`src/rtl/keypad_pkg.sv`:
```
// Shared types and helpers for the 4x4 keypad scanner and its key-code FIFO.
package keypad_pkg;

    localparam int unsigned NUM_ROWS  = 4;
    localparam int unsigned NUM_COLS  = 4;
    localparam int unsigned KEYCODE_W = 4;

    typedef logic [KEYCODE_W-1:0]           keycode_t;
    typedef logic [NUM_ROWS*NUM_COLS-1:0]   keymap_t;

    // Index of the lowest set bit; 0 when the map is empty.
    function automatic keycode_t lowest_index(keymap_t map);
        keycode_t idx;
        idx = '0;
        for (int i = NUM_ROWS * NUM_COLS - 1; i >= 0; i--) begin
            if (map[i]) begin
                idx = keycode_t'(i);
            end
        end
        return idx;
    endfunction

endpackage

```
`src/rtl/key_fifo.sv`:
```
// First-word fall-through FIFO for key codes. The head is presented combinationally
// from storage while non-empty and holds its last shown value while empty.
module key_fifo #(
    parameter int unsigned Depth = 4,
    parameter int unsigned Width = 4
) (
    input  logic             clk_i,
    input  logic             srst_ni,
    input  logic             push_i,
    input  logic [Width-1:0] data_i,
    input  logic             pop_i,
    output logic [Width-1:0] data_o,
    output logic             full_o,
    output logic             empty_o
);

    localparam int unsigned PtrW = (Depth > 1) ? $clog2(Depth) : 1;
    localparam int unsigned CntW = $clog2(Depth + 1);

    logic [Width-1:0] mem_q [Depth];
    logic [PtrW-1:0]  rptr_q, rptr_d;
    logic [PtrW-1:0]  wptr_q, wptr_d;
    logic [CntW-1:0]  cnt_q, cnt_d;
    logic [Width-1:0] hold_q, hold_d;
    logic             do_push, do_pop;

    assign full_o  = (cnt_q == CntW'(Depth));
    assign empty_o = (cnt_q == '0);
    assign data_o  = empty_o ? hold_q : mem_q[rptr_q];

    // Pointer/count bookkeeping; a pop frees a slot for a same-cycle push when full.
    always_comb begin
        do_pop  = pop_i & ~empty_o;
        do_push = push_i & (~full_o | do_pop);
        rptr_d  = do_pop  ? rptr_q + PtrW'(1) : rptr_q;
        wptr_d  = do_push ? wptr_q + PtrW'(1) : wptr_q;
        cnt_d   = cnt_q;
        if (do_push && !do_pop) begin
            cnt_d = cnt_q + CntW'(1);
        end else if (!do_push && do_pop) begin
            cnt_d = cnt_q - CntW'(1);
        end
        hold_d = empty_o ? hold_q : mem_q[rptr_q];
    end

    // Control state with synchronous reset.
    always_ff @(posedge clk_i) begin
        if (!srst_ni) begin
            rptr_q <= '0;
            wptr_q <= '0;
            cnt_q  <= '0;
            hold_q <= '0;
        end else begin
            rptr_q <= rptr_d;
            wptr_q <= wptr_d;
            cnt_q  <= cnt_d;
            hold_q <= hold_d;
        end
    end

    // Storage needs no reset: it is never shown while empty.
    always_ff @(posedge clk_i) begin
        if (do_push) begin
            mem_q[wptr_q] <= data_i;
        end
    end

endmodule

```
`src/rtl/keypad_scan_fifo.sv`:
```
// 4x4 keypad row scanner with full-map debounce and a key-code FIFO.
// Optional build macro KEYPAD_AUTOREPEAT_EN adds auto-repeat of a single held key.
module keypad_scan_fifo
    import keypad_pkg::*;
#(
    parameter int unsigned SCAN_DIV       = 50000,
    parameter int unsigned DEBOUNCE_SCANS = 4,
    parameter int unsigned FIFO_DEPTH     = 4
`ifdef KEYPAD_AUTOREPEAT_EN
    ,
    parameter int unsigned REPEAT_DELAY   = 32,
    parameter int unsigned REPEAT_RATE    = 8
`endif
) (
    input  logic                 clk,
    input  logic                 resetn,
    input  logic [NUM_COLS-1:0]  cols,
    output logic [NUM_ROWS-1:0]  rows,
    input  logic                 rd_en,
    input  logic                 clr_ovf,
    output logic [KEYCODE_W-1:0] key_code,
    output logic                 key_valid,
    output logic                 overflow
);

    localparam int unsigned DivW   = $clog2(SCAN_DIV);
    localparam int unsigned MatchW = $clog2(DEBOUNCE_SCANS + 1);

    logic [DivW-1:0]   div_q, div_d;
    logic [1:0]        row_q, row_d;
    keymap_t           snap_q, snap_d;
    keymap_t           cand_q, cand_d;
    keymap_t           stable_q, stable_d;
    keymap_t           new_press;
    logic [MatchW-1:0] match_q, match_d;
    logic              scan_done_q, scan_end;
    logic              push_q, push_d;
    keycode_t          push_code_q, push_code_d;
    logic              overflow_q, overflow_d;
    logic              fifo_full, fifo_empty, drop;

`ifdef KEYPAD_AUTOREPEAT_EN
    localparam int unsigned RepMax = (REPEAT_DELAY > REPEAT_RATE) ? REPEAT_DELAY : REPEAT_RATE;
    localparam int unsigned RepW   = $clog2(RepMax + 1);
    logic [RepW-1:0] rep_cnt_q, rep_cnt_d;
    logic            rep_armed_q, rep_armed_d;
`endif

    // Row divider and column sampling; the sample edge also advances the driven row.
    always_comb begin
        div_d    = div_q + DivW'(1);
        row_d    = row_q;
        snap_d   = snap_q;
        scan_end = 1'b0;
        if (div_q == DivW'(SCAN_DIV - 1)) begin
            div_d = '0;
            row_d = row_q + 2'd1;
            for (int c = 0; c < NUM_COLS; c++) begin
                snap_d[{row_q, 2'(c)}] = ~cols[c];
            end
            scan_end = (row_q == 2'd3);
        end
    end

    // Debounce the completed scan and stage at most one press event for the FIFO.
    always_comb begin
        cand_d      = cand_q;
        match_d     = match_q;
        stable_d    = stable_q;
        new_press   = '0;
        push_d      = 1'b0;
        push_code_d = push_code_q;
        if (scan_done_q) begin
            if (snap_q == cand_q) begin
                if (match_q != MatchW'(DEBOUNCE_SCANS)) begin
                    match_d = match_q + MatchW'(1);
                end
            end else begin
                cand_d  = snap_q;
                match_d = MatchW'(1);
            end
            if (match_d == MatchW'(DEBOUNCE_SCANS) && cand_d != stable_q) begin
                new_press = cand_d & ~stable_q;
                stable_d  = cand_d;
                if (new_press != '0) begin
                    push_d      = 1'b1;
                    push_code_d = lowest_index(new_press);
                end
            end
        end
`ifdef KEYPAD_AUTOREPEAT_EN
        rep_cnt_d   = rep_cnt_q;
        rep_armed_d = rep_armed_q;
        if (scan_done_q) begin
            if (stable_d != stable_q || !$onehot(stable_q)) begin
                rep_cnt_d   = '0;
                rep_armed_d = 1'b0;
            end else if ((!rep_armed_q && rep_cnt_q == RepW'(REPEAT_DELAY - 1)) ||
                         (rep_armed_q && rep_cnt_q == RepW'(REPEAT_RATE - 1))) begin
                rep_cnt_d   = '0;
                rep_armed_d = 1'b1;
                push_d      = 1'b1;
                push_code_d = lowest_index(stable_q);
            end else begin
                rep_cnt_d = rep_cnt_q + RepW'(1);
            end
        end
`endif
    end

    // Sticky overflow; a dropped push wins over a same-cycle clear.
    always_comb begin
        drop       = push_q & fifo_full & ~(rd_en & ~fifo_empty);
        overflow_d = overflow_q;
        if (clr_ovf) begin
            overflow_d = 1'b0;
        end
        if (drop) begin
            overflow_d = 1'b1;
        end
    end

    // Scanner, debounce and flag state with synchronous reset.
    always_ff @(posedge clk) begin
        if (!resetn) begin
            div_q       <= '0;
            row_q       <= '0;
            snap_q      <= '0;
            cand_q      <= '0;
            stable_q    <= '0;
            match_q     <= '0;
            scan_done_q <= 1'b0;
            push_q      <= 1'b0;
            push_code_q <= '0;
            overflow_q  <= 1'b0;
`ifdef KEYPAD_AUTOREPEAT_EN
            rep_cnt_q   <= '0;
            rep_armed_q <= 1'b0;
`endif
        end else begin
            div_q       <= div_d;
            row_q       <= row_d;
            snap_q      <= snap_d;
            cand_q      <= cand_d;
            stable_q    <= stable_d;
            match_q     <= match_d;
            scan_done_q <= scan_end;
            push_q      <= push_d;
            push_code_q <= push_code_d;
            overflow_q  <= overflow_d;
`ifdef KEYPAD_AUTOREPEAT_EN
            rep_cnt_q   <= rep_cnt_d;
            rep_armed_q <= rep_armed_d;
`endif
        end
    end

    // One-hot active-low row drive follows the row register.
    always_comb begin
        rows = ~(4'b0001 << row_q);
    end

    key_fifo #(
        .Depth (FIFO_DEPTH),
        .Width (KEYCODE_W)
    ) u_key_fifo (
        .clk_i   (clk),
        .srst_ni (resetn),
        .push_i  (push_q),
        .data_i  (push_code_q),
        .pop_i   (rd_en),
        .data_o  (key_code),
        .full_o  (fifo_full),
        .empty_o (fifo_empty)
    );

    assign key_valid = ~fifo_empty;
    assign overflow  = overflow_q;

endmodule

```
`config.mk`:
```
export PLATFORM = sky130hd
export DESIGN_NAME = keypad_scan_fifo
export DESIGN_NICKNAME = d
export VERILOG_FILES = /design/src/rtl/keypad_pkg.sv /design/src/rtl/key_fifo.sv /design/src/rtl/keypad_scan_fifo.sv
export SDC_FILE = /design/constraint.sdc
export NUM_CORES = 1
export LEC_CHECK = 0
export BUFFER_PORTS_ARGS = -buffer_cell sky130_fd_sc_hd__buf_2
export CAP_MARGIN = 0
export CORE_MARGIN = 5
export CORE_UTILIZATION = 45
export CTS_CLUSTER_SIZE = 14
export DETAILED_ROUTE_END_ITERATION = 6
export GPL_TIMING_DRIVEN = 0
export PLACE_DENSITY = 0.66
export SYNTH_ARGS = -nofsm -noshare
export SYNTH_HDL_FRONTEND = slang
export SYNTH_HIERARCHICAL = 1
export SYNTH_SLANG_ARGS = --single-unit
```
`constraint.sdc`:
```
create_clock -name clk -period 2.8 [get_ports clk]
set_clock_uncertainty 0.05 [all_clocks]
set_input_delay 0.28 -clock clk [delete_from_list [all_inputs] [get_ports clk]]
set_output_delay 0.28 -clock clk [all_outputs]
set_load 0.1 [all_outputs]
```
## Word-level counts from Yosys, hierarchy flattened

Memories as Yosys holds them, arrays and structs flattened. A register that Yosys moved wholly into a read port is not among the register bits.
Cells that the tools add are included.

| word-level totals | value |
|---|---|
| register bits | 87 |
| latch bits | 0 |
| memory bits (writable) | 16 |
| memory bits (read-only) | 0 |
| bits of input ports | 8 |
| output and inout port bits | 10 |
| word-level logic and storage cells | 115 |
| memories | 1 |

| operators by class | value |
|---|---|
| $add $sub $neg | 7 |
| $mul | 0 |
| div/mod/pow operators | 0 |
| order comparisons | 8 |
| equality and inequality tests | 7 |
| shift operators | 1 |
| muxes and demuxes | 43 |
| bitwise logic cells | 16 |
| reduce and logical (&&, ||, !) cells | 18 |

Memory list:

| name | words | bits a word | rd ports | clocked after Yosys merged registers in | wr ports | line | RTL |
|---|---|---|---|---|---|---|---|
| u_key_fifo.mem_q | 4 | 4 | 1 | 1 | 1 | key_fifo.sv:20 | `logic [Width-1:0] mem_q [Depth];` |

Operator list:

| cell | count |
|---|---|
| 2-to-1 mux 4 bit | 17 |
| bitwise mux 16 bit | 4 |
| 2-to-1 mux 16 bit | 2 |
| < comparator 4 x 5 -> 1 bit (second input constant) | 4 |
| adder 16 x 1 -> 16 bit (second input constant) | 1 |
| AND 16 bit | 1 |
| == test 16 bit | 1 |
| == test 16 bit (second input constant) | 1 |
| greater-or-equal comparator 4 x 1 -> 1 bit (second input constant) | 4 |
| != test 16 bit | 1 |
| inverter 16 bit | 1 |
| nonzero test 16 bit | 1 |
| 2-to-1 mux 3 bit | 5 |
| 2-to-1 mux 1 bit | 9 |
| demux 1 bit (select 2 bit) | 4 |
| inverter 1 bit | 8 |
| logical AND 1 bit | 7 |
| adder 2 x 1 -> 2 bit (second input constant) | 3 |
| adder 3 x 1 -> 3 bit (second input constant) | 2 |
| == test 3 bit (second input constant) | 2 |
| AND reduction 3 bit | 2 |
| AND 1 bit | 4 |
| 2-to-1 mux 2 bit | 2 |
| inverter 4 bit | 1 |
| other kinds (10) | 13 |

## Logic depth before layout (Yosys ltp)

Gate-level depths: netlist of run 1.

| logic depth | value |
|---|---|
| depth after elaboration | 20 |
| depth in mapped cells | 8 |
| gate-level depth less buffers | 8 |

## Modules after synthesis

The synthesis of run 1 kept the hierarchy.

Modules (own cells, without submodules):

| module | times used | cells an instance | area an instance (um2) | sequential area each (um2) |
|---|---|---|---|---|
| keypad_scan_fifo | 1 | 429 | 3,797.4 | 1,521.5 |
| key_fifo | 1 | 80 | 1,198.6 | 740.7 |

## Least setup slack after synthesis of run 1

No wires, ideal clock.

| timing | value |
|---|---|
| path type | register to register |
| start | reg match_q[0] |
| end | reg stable_q[10] |
| setup time | 0.126 ns |
| arrival | 2.011 ns |
| data required time | 2.624 ns |
| slack | 0.613 ns |
| stages on the path, launching flop included | 9 |
| buffers on the path | 1 |
| clock period less this slack | 2.187 ns |
| cell sequence | dfxtp_1 -> inv_1 -> ha_1 -> or3b_1 -> a211o_1 -> a21oi_2 -> nand2_2 -> buf_2 -> mux2i_1 |

| on the way | value |
|---|---|
| longest elaborated chain between the ends | 7 |
| elaborated cells between the ends (all ways) | 8 |
| those cells by class | 1 x add/sub; 2 x eq/ne; 3 x mux; 2 x reduce/logical |

RTL lines:

| element | line | RTL |
|---|---|---|
| start: declaration | keypad_scan_fifo.sv:35 | `logic [MatchW-1:0] match_q, match_d;` |
| start signal: assignment | keypad_scan_fifo.sv:146 | `match_q <= match_d;` |
| adder 3 x 1 -> 3 bit / != test 3 bit (equally long branches) | keypad_scan_fifo.sv:76, keypad_scan_fifo.sv:75 |  |
| 2-to-1 mux 3 bit * | keypad_scan_fifo.sv:75 | `if (match_q != MatchW'(DEBOUNCE_SCANS)) begin` |
| 2-to-1 mux 3 bit * | keypad_scan_fifo.sv:74 | `if (snap_q == cand_q) begin` |
| 2-to-1 mux 3 bit * | keypad_scan_fifo.sv:73 | `if (scan_done_q) begin` |
| == test 3 bit * | keypad_scan_fifo.sv:82 | `if (match_d == MatchW'(DEBOUNCE_SCANS) && cand_d != stable_q) begin` |
| logical AND 1 bit * | keypad_scan_fifo.sv:82 |  |
| AND reduction 2 bit (no line) * | n/a |  |
| end signal: assignment | keypad_scan_fifo.sv:145 | `stable_q <= stable_d;` |
| end: declaration | keypad_scan_fifo.sv:33 | `keymap_t stable_q, stable_d;` |

Mark *: on every way between the ends. The rest lies on a longest branch, timed or not. The select of a mux whose other input is x is not followed.
A chain may end at the register's enable or synchronous reset.

## Worst setup path in the final report of run 1

| timing | value |
|---|---|
| start | reg snap_q[6] |
| end | reg stable_q[12] |

| on the way | value |
|---|---|
| longest elaborated chain between the ends | 6 |
| elaborated cells between the ends (all ways) | 9 |
| those cells by class | 3 x eq/ne; 4 x mux; 2 x reduce/logical |

RTL lines:

| element | line | RTL |
|---|---|---|
| start: declaration | keypad_scan_fifo.sv:31 | `keymap_t snap_q, snap_d;` |
| start signal: assignment | keypad_scan_fifo.sv:143 | `snap_q <= snap_d;` |
| == test 16 bit | keypad_scan_fifo.sv:74 |  |
| 2-to-1 mux 16 bit / 2-to-1 mux 3 bit (equally long branches) | keypad_scan_fifo.sv:74 |  |
| 2-to-1 mux 16 bit / 2-to-1 mux 3 bit (equally long branches) | keypad_scan_fifo.sv:73 |  |
| != test 16 bit / == test 3 bit (equally long branches) | keypad_scan_fifo.sv:82 |  |
| logical AND 1 bit | keypad_scan_fifo.sv:82 |  |
| AND reduction 2 bit (no line) | n/a |  |

Parallel ways exist; a longest one is shown, timed or not. The select of a mux whose other input is x is not followed.

==> run summary, run 1 <==
The run gives 15.1% as the global-route usage over all layers. The run gives 45.3% as the sequential cell area fraction in the yosys report. After the last flow step, the layout net total stands at 574. The tools report the total setup violations reported at the end of the flow as 0. The setup slack of the worst register-to-register path is 0.27 ns, and the number of CTS-inserted buffers is 9.

The tools report the initial antenna violation count as 0. Once the clock tree was built, the setup fixing pass inserted 0 buffers. The clock passes through at most 2 buffers. Yosys attributes the largest share of cell area to sky130_fd_sc_hd__dfxtp_1, sky130_fd_sc_hd__edfxtp_1, sky130_fd_sc_hd__mux2i_1. The arrival time of data at the critical path endpoint came out at 2.79 ns. In the synthesized netlist the dominant register cell turns out to be sky130_fd_sc_hd__dfxtp_1. For the count of vias placed by the detailed router, the log shows 3,442. The finished layout holds 682 standard cells, fillers aside.

Along the worst hold path, the cell count comes to 2. For the number of diodes, the log shows 0. Dividing total power by cell area gives a power density of 520 nW/um^2.

In this run the critical register-to-register path is launched from snap_q[6]$_SDFFE_PN0P_. The number of distinct library cells after synthesis came out at 56. The destination of the worst register-to-register timing path is stable_q[12]$_SDFFE_PN0P_.

The net switching share of the total power is 27.8%. For this run, the number of Yosys warnings is 6. After clock tree synthesis, the clock-pin slew on the worst setup and hold paths is 0.10 ns.

The via density per instance was 5.05. The post-synthesis net count was 546; the number of nets with antenna violations after routing was 0. The post-route fraction of the period consumed by the critical path was 90.5%; the final critical path time including I/O delays and setup was 2.53 ns.

The critical-path maximum fanout came out at 10. The fraction of registers with async set/reset works out to 0%. Fraction of final layout cells sized beyond drive strength 1: 10.9%. Max-cap violations in this run came to 0. The final-report hold violation count came out at 0. Of the total power, combinational logic draws 11.3%. The worst setup path is captured at a register.

For this design the static power due to leakage is 0.00227 uW. The total iterations of the first detailed-routing run came out at 4. The count of routing violations after the opening detailed-route iteration came out at 144. The wire length of the first global-routing pass is 15,800 um, and the data required time of the worst path is 3.05 ns. After synthesis the netlist holds a flip-flop and latch count of 105. The core footprint is 10,800 sq um. TritonCTS built the clock tree. The logs give 0 for the number of slew-limit violations in the final report and 0.448 mV for the maximum resistive drop on vdd.

The dominant cell type by area after synthesis is sky130_fd_sc_hd__dfxtp_1. The tightest hold path in the finished design has a slack of 0.0881 ns. Entering global routing, the biggest net connects 18 pins. The worst hold path begins at cols[3]. The vertical die dimension works out to 115 um. The cell depth of the worst flop-to-flop path works out to 8.

The flow ran to the end, and the final reports show no timing, DRC or antenna violations. In this run the tightest slew margin relative to its limit is 52.6%. For the maximum clock frequency, the log shows 395 MHz. The layout overhead on the synthesized area came out at 9.07%.

The tools report the number of buffers inserted for hold repair after clock tree synthesis as 0. The min-delay analysis places its worst path in the category in2reg. Clock tree synthesis found a total of 105 sinks. The number of buffer cells added on primary ports is 17.

The clock network is responsible for 33.1% of the overall power. For the top-level port count, the log shows 18. For the sequential power share, the log shows 55.5%. Counting tap cells, the placed design contains a total of 666 instances.

Critical path class: reg2reg. The die width is 115 um, and the number of resized instances in the post-cts repair step is 0. The initial core utilization came out at 46.1%.

The worst setup path is launched from a register. The final layout contains routed wiring with a total length of 9330 um. After floorplanning, the core was divided into 38 placement rows. The area of the die is 13,300 sq um.

Setup repair after global routing left no endpoint under its margin. After legalization and detailed placement, the total HPWL measured 7120 um. At the end of routability-driven placement, the weighted congestion stood at 0.836.

After routing, the total negative slack on setup checks comes to 0 ns. The instance count of the mapped netlist came out at 509. The area share of the leading cell type in the synthesized netlist works out to 35.7%. The number of flops mapped to enable cells by yosys is 16, and the detailed-route DRC error count is 0. The mean post-synth cell area came out at 9.82 sq um. The total global routing overflow was 0. The maximum level of the CTS H-tree was 3; the clock latency at the later pin of the worst-skew pair was 0.38 ns.

The net switching power figure came out at 788 uW. The worst hold path terminates at snap_q[3]$_SDFFE_PN0P_. The tools report the internal power summed over all cells as 2040 uW. The slew at the pin closest to its max-slew limit works out to 0.711 ns. The via count of the first global-routing pass was 3,336. Counting the fill cells in the layout gives 1,032. In the final routed layout, each cell accounts on average for 13.7 um. Cell area after synthesis: 5000 sq um.

Clock tree synthesis selected as its root buffer the cell sky130_fd_sc_hd__clkbuf_8.
-- how the worst max path moves through the flow --
stage                            start                         to  slack, ns
6_report        snap_q[6]$_SDFFE_PN0P_  stable_q[12]$_SDFFE_PN0P_       0.27
5_1_grt        snap_q[13]$_SDFFE_PN0P_  stable_q[13]$_SDFFE_PN0P_       0.10
4_1_cts         snap_q[6]$_SDFFE_PN0P_  stable_q[12]$_SDFFE_PN0P_       0.22
3_5_place_dp    snap_q[6]$_SDFFE_PN0P_  stable_q[12]$_SDFFE_PN0P_       0.23
3_3_place_gp   snap_q[10]$_SDFFE_PN0P_  stable_q[13]$_SDFFE_PN0P_       0.27
2_1_floorplan  match_q[0]$_SDFFE_PN0P_  stable_q[10]$_SDFFE_PN0P_       0.61
-- worst max-delay path, cell delays in order, from the launching register on --
cell and delay (ns):
sky130_fd_sc_hd__dfxtp_1 0.38, sky130_fd_sc_hd__clkbuf_1 0.13, sky130_fd_sc_hd__ha_1 0.27, sky130_fd_sc_hd__nand4_1 0.10, sky130_fd_sc_hd__o41ai_1 0.58, sky130_fd_sc_hd__a21oi_2 0.13, sky130_fd_sc_hd__nand2_2 0.25, sky130_fd_sc_hd__buf_2 0.35
sky130_fd_sc_hd__mux2i_1 0.22
-- power groups by stage --
stage	Sequential, uW	Combinational [uW]	Clock (uW)
2_1_floorplan	1600	268	0
3_3_place_gp	1610	320	0
3_5_place_dp	1610	323	0
4_1_cts	1570	324	963
5_1_grt	1580	344	1040
6_report	1570	321	939
-- per-layer routing --
metal / wire length [um] / vias to the layer above / GRT usage [%] / share of wire [%]
met5: 0 / - / 0 / 0
met4: 198 / 0 / 6.73 / 2.1
met3: 237 / 14 / 2.68 / 2.5
met2: 4480 / 45 / 25.0 / 48
met1: 4410 / 1599 / 19.2 / 47
li1: - / 1784 / - / -
-- final cells by class --
cell class              instances  area, sq um  share of cell area [%]
repair buffers                 17         85.1                    1.56
clock buffers                  10          128                    2.34
flip-flops and latches        105         2260                    41.5
well taps                     140          175                    3.21
clock inverters                 6         65.1                    1.19
inverters                      38          143                    2.62
multi-input cells             335         2440                    44.8
plain buffers                  31          149                    2.73
-- through the flow --
stage | utilization (%) | total power, uW | cell area (sq um) | setup slack, ns
after floorplan | - | 1870 | 5000 | 0.613
after global placement | 48.5 | 1930 | 5260 | 0.272
after detailed placement | 48.5 | 1930 | 5260 | 0.225
after CTS | 50.3 | 2860 | 5450 | 0.216
after global routing | 50.3 | 2960 | 5450 | 0.101
final | 50.3 | 2830 | 5450 | 0.267
-- cells in the mapped netlist, drive strengths merged (2+ instances only) --
cell type and count:
dfxtp 89, mux2 4, a21oi 9, a211oi 18
o41ai 2, nor3 10, edfxtp 16, mux4 4
buf 7, clkbuf 24, nand3 8, nand2 51
xor2 29, and3 4, or3 2, xnor2 6
mux2i 37, nand4 9, and2 8, and4 2
nor4 8, ha 28, o31ai 2, a31o 2
o21ai 4, inv 38, or4 3, nor2 67
-- cells by family after synthesis --
group | Yosys count | share of synthesized area [%]
AOI/OAI and AO/OA | 46 | 6.71
xor gates and xnor gates | 35 | 6.14
adders and majority gates | 29 | 7.41
buffers and inverters | 69 | 5.84
DFF | 105 | 45.3
muxes | 45 | 10.1
and+or+nand+nor | 180 | 18.5
-- registers in the layout, summed over array words and instances, names as in the netlist, 3 cells and up, named ones only --
register	cells
u_key_fifo/hold_q	4
u_key_fifo/cnt_q	3
push_code_q	4
cand_q	16
snap_q	16
match_q	3
div_q	16
stable_q	16
u_key_fifo/mem_q	16
-- cell usage in the layout (no fill, tap or decap), types with 3 or more instances in the layout --
| master | count |
|---|---|
| sky130_fd_sc_hd__nand3_1 | 8 |
| sky130_fd_sc_hd__nor2_1 | 63 |
| sky130_fd_sc_hd__buf_2 | 19 |
| sky130_fd_sc_hd__mux2_2 | 4 |
| sky130_fd_sc_hd__a21oi_1 | 8 |
| sky130_fd_sc_hd__nor2_8 | 4 |
| sky130_fd_sc_hd__xnor2_1 | 6 |
| sky130_fd_sc_hd__o21ai_0 | 4 |
| sky130_fd_sc_hd__ha_1 | 28 |
| sky130_fd_sc_hd__a211oi_1 | 18 |
| sky130_fd_sc_hd__nand4_1 | 9 |
| sky130_fd_sc_hd__mux4_2 | 4 |
| sky130_fd_sc_hd__nor4_1 | 8 |
| sky130_fd_sc_hd__xor2_1 | 29 |
| sky130_fd_sc_hd__inv_1 | 38 |
| sky130_fd_sc_hd__nor3_1 | 9 |
| sky130_fd_sc_hd__buf_1 | 3 |
| sky130_fd_sc_hd__nand2_1 | 50 |
| sky130_fd_sc_hd__dfxtp_1 | 89 |
| sky130_fd_sc_hd__and2_1 | 8 |
| sky130_fd_sc_hd__clkbuf_1 | 24 |
| sky130_fd_sc_hd__clkbuf_8 | 10 |
| sky130_fd_sc_hd__edfxtp_1 | 16 |
| sky130_fd_sc_hd__and3_1 | 3 |
| sky130_fd_sc_hd__mux2i_1 | 37 |
Note: power is estimated with default switching activity, not from simulation.
==> run 2, diff against run 1 <==
- CAP_MARGIN: 0 -> unset
- RECOVER_POWER: unset -> 100
- clock period: 2.8 -> 3.1 ns (I/O delays scaled with it)
==> run 2 against run 1 <==
  * Die area did not move
  * Count of clock-buffer cells in the layout did not move
  * Cell area fell by 1.0%
  * Clock power fell by 9.9%
  * Register-to-register slack improved by 0.13 ns
  * Combinational power fell by 12%
  * Via count fell by 0.41%
==> run summary, run 2 (synthesized netlist as in run 1, its figures left out) <==
The flow ran to the end, and the final reports show no timing, DRC or antenna violations. The final-report hold violation count was 0 (unchanged); the fraction of final layout cells sized beyond drive strength 1 was 8.86% (-2.0 points). The number of rows in the core area is 38 (unchanged).

Setup repair after global routing left no endpoint under its margin. Grouping stages by cell kind, the critical path spends the most delay in simple AND/OR/NAND/NOR gates. The run gives 0.119 ns (+0.0311 ns) as the worst hold-check slack.

Cell depth of the worst flop-to-flop path: 6 (-2). The count of buffer and inverter cells on the critical path is 2 (unchanged), and the number of nets in the finished design is 574 (unchanged). The slew at the pin closest to its max-slew limit came out at 1.17 ns (+0.456 ns). For the largest net degree at the start of global routing, the log shows 18 (unchanged). The number of buffer cells added on primary ports is 17 (unchanged). The vertical die dimension was 115 um (unchanged); the area of the die was 13,300 sq um (unchanged).

The power per unit of standard cell area was 472 nW/um^2 (-9.1%). TritonCTS built the clock tree. The final critical path time including I/O delays and setup was 2.70 ns (+0.167 ns).

The detailed-route DRC error count was 0 (unchanged); the number of buffers inserted for hold repair after clock tree synthesis was 0 (unchanged). Critical path class: reg2reg. The post-route fraction of the period consumed by the critical path is 87.1% (-3.4 points), and the top-level port count is 18 (unchanged). The die width came out at 115 um (unchanged).

The number of slew-limit violations in the final report came out at 0 (unchanged). The initial antenna violation count is 0 (unchanged), and the wire length of the first global-routing pass is 15,800 um (unchanged). The total setup violations reported at the end of the flow is 0 (unchanged).

The number of max-capacitance violations reported came out at 0 (unchanged). In this run the worst hold path is classified as in2reg. The startpoint identified for the worst register-to-register timing path is div_q[4]$_SDFF_PP0_. The total routed wirelength was 9310 um (-0.23%); the maximum level of the CTS H-tree was 3 (unchanged). Among all stages on the critical path, the largest delay is contributed by sky130_fd_sc_hd__or4_2. The run gives 0.40 ns (+0.13 ns) as the setup slack of the worst register-to-register path. Via count of the first global-routing pass: 3,336 (unchanged). The run gives 0.836 (unchanged) as the last weighted congestion value of the routability-driven placer.

The library cell used most frequently in the layout, excluding fill and tap cells, is sky130_fd_sc_hd__dfxtp_1. The layout overhead on the synthesized area works out to 7.94%. The startpoint identified for the worst hold timing path is cols[3].

The tools report the TritonCTS sink count as 105 (unchanged). The category of the worst setup path capture point was a register. The number of CTS-inserted buffers was 9 (unchanged). The setup TNS after final layout came out at 0 ns (unchanged). The logs give 0 (unchanged) for the number of diodes and 3.32 ns (+0.27 ns) for the data required time of the worst path. The number of nets with antenna violations after routing was 0 (unchanged); the initial core utilization was 46.1% (unchanged). The run gives 10,800 sq um (unchanged) as the core footprint. Number of resized instances in the post-cts repair step: 0 (unchanged). Traced cell by cell, the critical path runs through or4b_1 -> or4_2 -> clkbuf_1 -> nand2_1 -> buf_4 -> nor2_1. The clock latency at the later pin of the worst-skew pair came out at 0.38 ns (about the same). The count of routing violations after the opening detailed-route iteration is 149 (+3.5%).

The deepest clock path buffer count came out at 2 (unchanged). The tools report the leakage power total as 0.00222 uW (-2.1%). The count of vias placed by the detailed router came out at 3,428 (-0.41%).

STA classifies the critical path startpoint as a register. The tools report the total iterations of the first detailed-routing run as 4 (unchanged). The total global routing overflow was 0 (unchanged); the maximum clock frequency was 370 MHz (-6.2%).

The path with the worst hold slack has its endpoint at snap_q[3]$_SDFFE_PN0P_. The filler cell count in the final layout is 1,040 (+0.78%). In the layout the commonest cells are sky130_fd_sc_hd__dfxtp_1, sky130_fd_sc_hd__nor2_1, sky130_fd_sc_hd__nand2_1, sky130_fd_sc_hd__inv_1, sky130_fd_sc_hd__mux2i_1. The run gives 0 (unchanged) as the total setup buffers inserted after CTS. The register clock-pin slew on the reported worst setup and hold paths was 0.10 ns (about the same); the critical-path maximum fanout was 10 (unchanged). The maximum resistive drop on vdd was 0.400 mV (-11%).

The hold path depth came out at 2 (unchanged). The tools report the relative slew slack as 22.6% (-30 points). The cell sitting at the root of the clock tree is a sky130_fd_sc_hd__clkbuf_8.

The logs give 2.92 ns (+0.13 ns) for the arrival time of data at the critical path endpoint and 15.1% (unchanged) for the global-route usage over all layers. The via density per instance works out to 5.03 (-0.41%). The biggest cell delay along the critical path was 0.62 ns (+0.04 ns); the routed length per placed instance was 13.6 um (-0.23%).

The run gives 7120 um (unchanged) as the half-perimeter wire length of the detailed placement result. In this run the critical register-to-register path is captured at div_q[12]$_SDFF_PP0_.
==> run 2: cell count changes in the layout (fill, tap and decap cells not counted), moves of 5 or more <==
cell / before / now
sky130_fd_sc_hd__and2_0: 0 / 5
sky130_fd_sc_hd__and2_1: 8 / 3
sky130_fd_sc_hd__clkbuf_2: 0 / 5
sky130_fd_sc_hd__clkbuf_1: 24 / 33
sky130_fd_sc_hd__buf_2: 19 / 8
==> run 2: layout make-up <==
| type | count | area (sq um) | share of cell area (%) |
|---|---|---|---|
| multi-input cells | 335 | 2420 | 44.9 |
| well taps | 140 | 175 | 3.25 |
| flip-flops and latches | 105 | 2260 | 41.9 |
| plain buffers | 31 | 123 | 2.27 |
| clock inverters | 6 | 65.1 | 1.21 |
| inverters | 38 | 143 | 2.65 |
| repair buffers | 17 | 77.6 | 1.44 |
| clock buffers | 10 | 128 | 2.37 |
==> run 2: where the power goes <==
part	internal (uW)	switching, uW	leakage [uW]
combinational	65.8	218	0.00124
clock	377	469	0.0000971
sequential	1400	19.1	0.000884
total	1840	707	0.00222
==> run 2: worst max-delay path by stage <==
stage | startpoint | to | slack, ns | depth (start not counted)
floorplan | match_q[0]$_SDFFE_PN0P_ | stable_q[10]$_SDFFE_PN0P_ | 0.91 | 8
global placement | snap_q[10]$_SDFFE_PN0P_ | stable_q[13]$_SDFFE_PN0P_ | 0.57 | 8
detailed placement | snap_q[6]$_SDFFE_PN0P_ | stable_q[12]$_SDFFE_PN0P_ | 0.53 | 8
CTS | snap_q[6]$_SDFFE_PN0P_ | stable_q[12]$_SDFFE_PN0P_ | 0.52 | 8
global route | div_q[4]$_SDFF_PP0_ | div_q[7]$_SDFF_PP0_ | 0.23 | 6
finish | div_q[4]$_SDFF_PP0_ | div_q[12]$_SDFF_PP0_ | 0.40 | 6
==> run 2: metal layers <==
metal | GRT usage, % | up-vias | part of all wire (%)
met5 | 0 | - | 0
met4 | 6.73 | 0 | 2.1
met3 | 2.68 | 14 | 2.2
met2 | 25.0 | 38 | 48
met1 | 19.2 | 1587 | 47
li1 | - | 1789 | -
==> run 2: metrics by stage <==
step / util [%] / std cells / setup slack, ns / instance area, sq um / total power (uW)
2_1_floorplan: - / 509 / 0.913 / 5000 / 1690
3_3_place_gp: 48.5 / 666 / 0.572 / 5260 / 1740
3_5_place_dp: 48.5 / 666 / 0.525 / 5260 / 1740
4_1_cts: 50.3 / 682 / 0.516 / 5450 / 2580
5_1_grt: 49.7 / 682 / 0.232 / 5390 / 2660
6_report: 49.7 / 682 / 0.400 / 5390 / 2550
==> run 3, diff against run 2 <==
- PLACE_DENSITY: 0.66 -> 0.68
- clock period: 3.1 -> 2.4 ns (I/O delays scaled with it)
==> run 3 against run 2 <==
  * Non-clock buffer count up 2
  * Die area did not move
  * Via count grew 1.7%
  * Count of clock-buffer cells in the layout rose by 1
  * Combinational power fell by 7.4%
  * Sequential power up 29%
  * Sequential share of layout area decreased by 0.27 points
  * Hold slack lost 0.054 ns
==> run summary, run 3 (synthesized netlist as in run 1, its figures left out) <==
The run finished with clean final reports. TritonCTS built the clock tree. The count of vias placed by the detailed router is 3,486 (+1.7%), and the placed instance count is 666 (unchanged). The beginning of the worst register-to-register path is div_q[4]$_SDFF_PP0_. The die width is 115 um (unchanged). Maximum level of the CTS H-tree: 3 (unchanged). The relative slew slack was 22.9% (+0.31 points). The net switching share of the total power came out at 25.3% (-2.4 points). Most common cell after layout, fill and taps aside: sky130_fd_sc_hd__dfxtp_1. The number of rows in the core area was 38 (unchanged).

The number of buffers inserted for hold repair after clock tree synthesis came out at 0 (unchanged). The clock latency at the later pin of the worst-skew pair is 0.37 ns (about the same). The run gives 3,444 (+3.2%) as the via count of the first global-routing pass.

The slew at the pin closest to its max-slew limit is 1.16 ns (-0.00465 ns). The total routed wirelength is 9400 um (+0.95%). The power per unit of standard cell area was 580 nW/um^2 (+23%); the detailed-route DRC error count was 0 (unchanged).

The count of routing violations after the opening detailed-route iteration came out at 150 (+0.67%). For the final-report hold violation count, the log shows 0 (unchanged). Critical-path maximum fanout: 10 (unchanged).

The logs give 2 (unchanged) for the deepest clock path buffer count and 105 (unchanged) for the TritonCTS sink count. The run gives 442 MHz (+19%) as the maximum clock frequency. The category of the worst setup path capture point was a register. The number of buffer cells added on primary ports was 17 (unchanged); the via density per instance was 5.10 (+1.5%). The run gives 33.7% (+0.5 points) as the part of the power in the clock network. STA classifies the critical path startpoint as a register.

The global-route usage over all layers was 15.2% (+0.15 points); the number of nets in the finished design was 576 (+0.35%). The logs give 18 (unchanged) for the top-level port count and 50.1% (+0.38 points) for the core occupancy in the finished layout. The biggest cell delay along the critical path is 0.54 ns (-0.08 ns), and the wire length of the first global-routing pass is 16,100 um (+2.4%). The post-route non-filler standard cell count was 683 (+0.15%).

The number of nets with antenna violations after routing is 0 (unchanged), and the leakage power total is 0.00219 uW (-1.2%). The arrival time of data at the critical path endpoint came out at 2.47 ns (-0.45 ns). Critical path class: reg2reg. The tools report the last weighted congestion value of the routability-driven placer as 0.828 (-0.97%). In this run the clock root is driven by a sky130_fd_sc_hd__clkbuf_8.

For the initial antenna violation count, the log shows 0 (unchanged). The routed length per placed instance was 13.8 um (+0.80%); the total iterations of the first detailed-routing run was 5 (+1). The final critical path time including I/O delays and setup works out to 2.26 ns (-0.438 ns). The logs give -0.213 ns (-0.738 ns) for the worst slack after detailed placement and 0 (unchanged) for the number of max-capacitance violations reported. The post-route fraction of the period consumed by the critical path is 94.3% (+7.2 points). The tools report the final worst-path setup slack as 0.138 ns (-0.262 ns). The internal power summed over all cells came out at 2350 uW (+28%). Combinational share of power: 8.3% (-2.8 points). The signal on the critical path passes through or4b_1 -> or4_1 -> buf_12 -> nand2_1 -> clkbuf_2 -> nor2_1.

The tools report the number of diodes as 0 (unchanged). The number of slew-limit violations in the final report came out at 0 (unchanged). The tools report the sequential power share as 58.0% (+2.4 points). Total global routing overflow: 0 (unchanged). The vertical die dimension is 115 um (unchanged), and the layout overhead on the synthesized area is 8.77%.

The core footprint was 10,800 sq um (unchanged). The critical path starts at div_q[4]$_SDFF_PP0_. Slowest cell on the critical path: sky130_fd_sc_hd__or4b_1.

Setup repair after global routing left no endpoint under its margin. The tools report the net switching power figure as 798 uW (+13%). The maximum resistive drop on vdd came out at 0.582 mV (+45%).

Leaving out fill and tap cells, the most frequent cells in the layout are sky130_fd_sc_hd__dfxtp_1, sky130_fd_sc_hd__nor2_1, sky130_fd_sc_hd__nand2_1, sky130_fd_sc_hd__inv_1, sky130_fd_sc_hd__mux2i_1. The run gives 9 (unchanged) as the number of CTS-inserted buffers. For the largest net degree at the start of global routing, the log shows 18 (unchanged).

The area of the die was 13,300 sq um (unchanged). The register clock-pin slew on the reported worst setup and hold paths works out to 0.09 ns (about the same). The run gives 2.61 ns (-0.71 ns) as the data required time of the worst path.

In this run the most critical hold path is launched from cols[1]. In this run the worst hold path is classified as in2reg. The total setup violations reported at the end of the flow came out at 0 (unchanged). The tools report the initial core utilization as 46.1% (unchanged). The fraction of final layout cells sized beyond drive strength 1 works out to 10.7% (+1.8 points). The half-perimeter wire length of the detailed placement result is 7100 um (-0.22%).
## run 3: cell types whose count changed in the layout (fill, tap and decap cells not counted), moves of 2 or more
| cell | before | now |
|---|---|---|
| sky130_fd_sc_hd__buf_2 | 8 | 12 |
| sky130_fd_sc_hd__clkbuf_1 | 33 | 30 |
| sky130_fd_sc_hd__clkinv_2 | 2 | 0 |
| sky130_fd_sc_hd__dfxtp_1 | 89 | 87 |
| sky130_fd_sc_hd__dfxtp_2 | 0 | 2 |
| sky130_fd_sc_hd__nor2_4 | 0 | 3 |
| sky130_fd_sc_hd__nor2_8 | 4 | 1 |
## run 3: power groups by stage
stage | clock, uW | sequential (uW) | combinational (uW)
2_1_floorplan | 0 | 1860 | 215
3_3_place_gp | 0 | 1870 | 264
3_5_place_dp | 0 | 1870 | 268
4_1_cts | 1100 | 1830 | 269
5_1_grt | 1180 | 1830 | 285
6_report | 1060 | 1830 | 263
## run 3: final cells by class
type,count,area [sq um]
fillers,1017,5410
multi-input cells,335,2430
flip-flops and latches,105,2260
well taps,140,175
inverters,38,143
plain buffers,31,139
clock buffers,11,131
repair buffers,19,95.1
clock inverters,4,52.6
## run 3: repair_timing
| action | in CTS | in global routing |
|---|---|---|
| cloned | 0 | 0 |
| setup buffers | 0 | 2 |
| setup endpoints to repair | 10 | 13 |
| resized for setup | 3 | 5 |
| pin swaps | 0 | 2 |
## run 3: critical path: cells and delay by family (launching register included)
family        cells  cell delay, ns
flops             1            0.36
simple gates      4            1.30
buf+inv           2            0.44
## run 3: final timing paths
path | end | slack, ns | cells past startpoint
hold reg to reg | div_q[0]$_SDFF_PP0_ | 0.41 | 1
setup reg to reg | div_q[14]$_SDFF_PP0_ | 0.14 | 6
setup / recovery | div_q[14]$_SDFF_PP0_ | 0.14 | 6
hold / removal | snap_q[5]$_SDFFE_PN0P_ | 0.07 | 2
## run 3: metrics by stage
| step | cell area, sq um | setup TNS [ns] | total power [uW] | hold slack, ns |
|---|---|---|---|---|
| 2_1_floorplan | 5000 | 0 | 2080 | 0.283 |
| 3_5_place_dp | 5260 | -2.01 | 2140 | 0.398 |
| 5_1_grt | 5430 | 0 | 3290 | 0.0472 |
| 3_3_place_gp | 5260 | -1.22 | 2130 | 0.379 |
| 6_report | 5430 | 0 | 3150 | 0.0656 |
| 4_1_cts | 5460 | 0 | 3200 | 0.0501 |
## run 3: per-layer routing
metal  vias up  wire length, um  global-route usage (%)
li1       1794                -                       -
met1      1622             4400                    19.5
met2        57             4550                    25.7
met3        13              323                    3.68
met4         0              121                    4.30
met5         -                0                       0
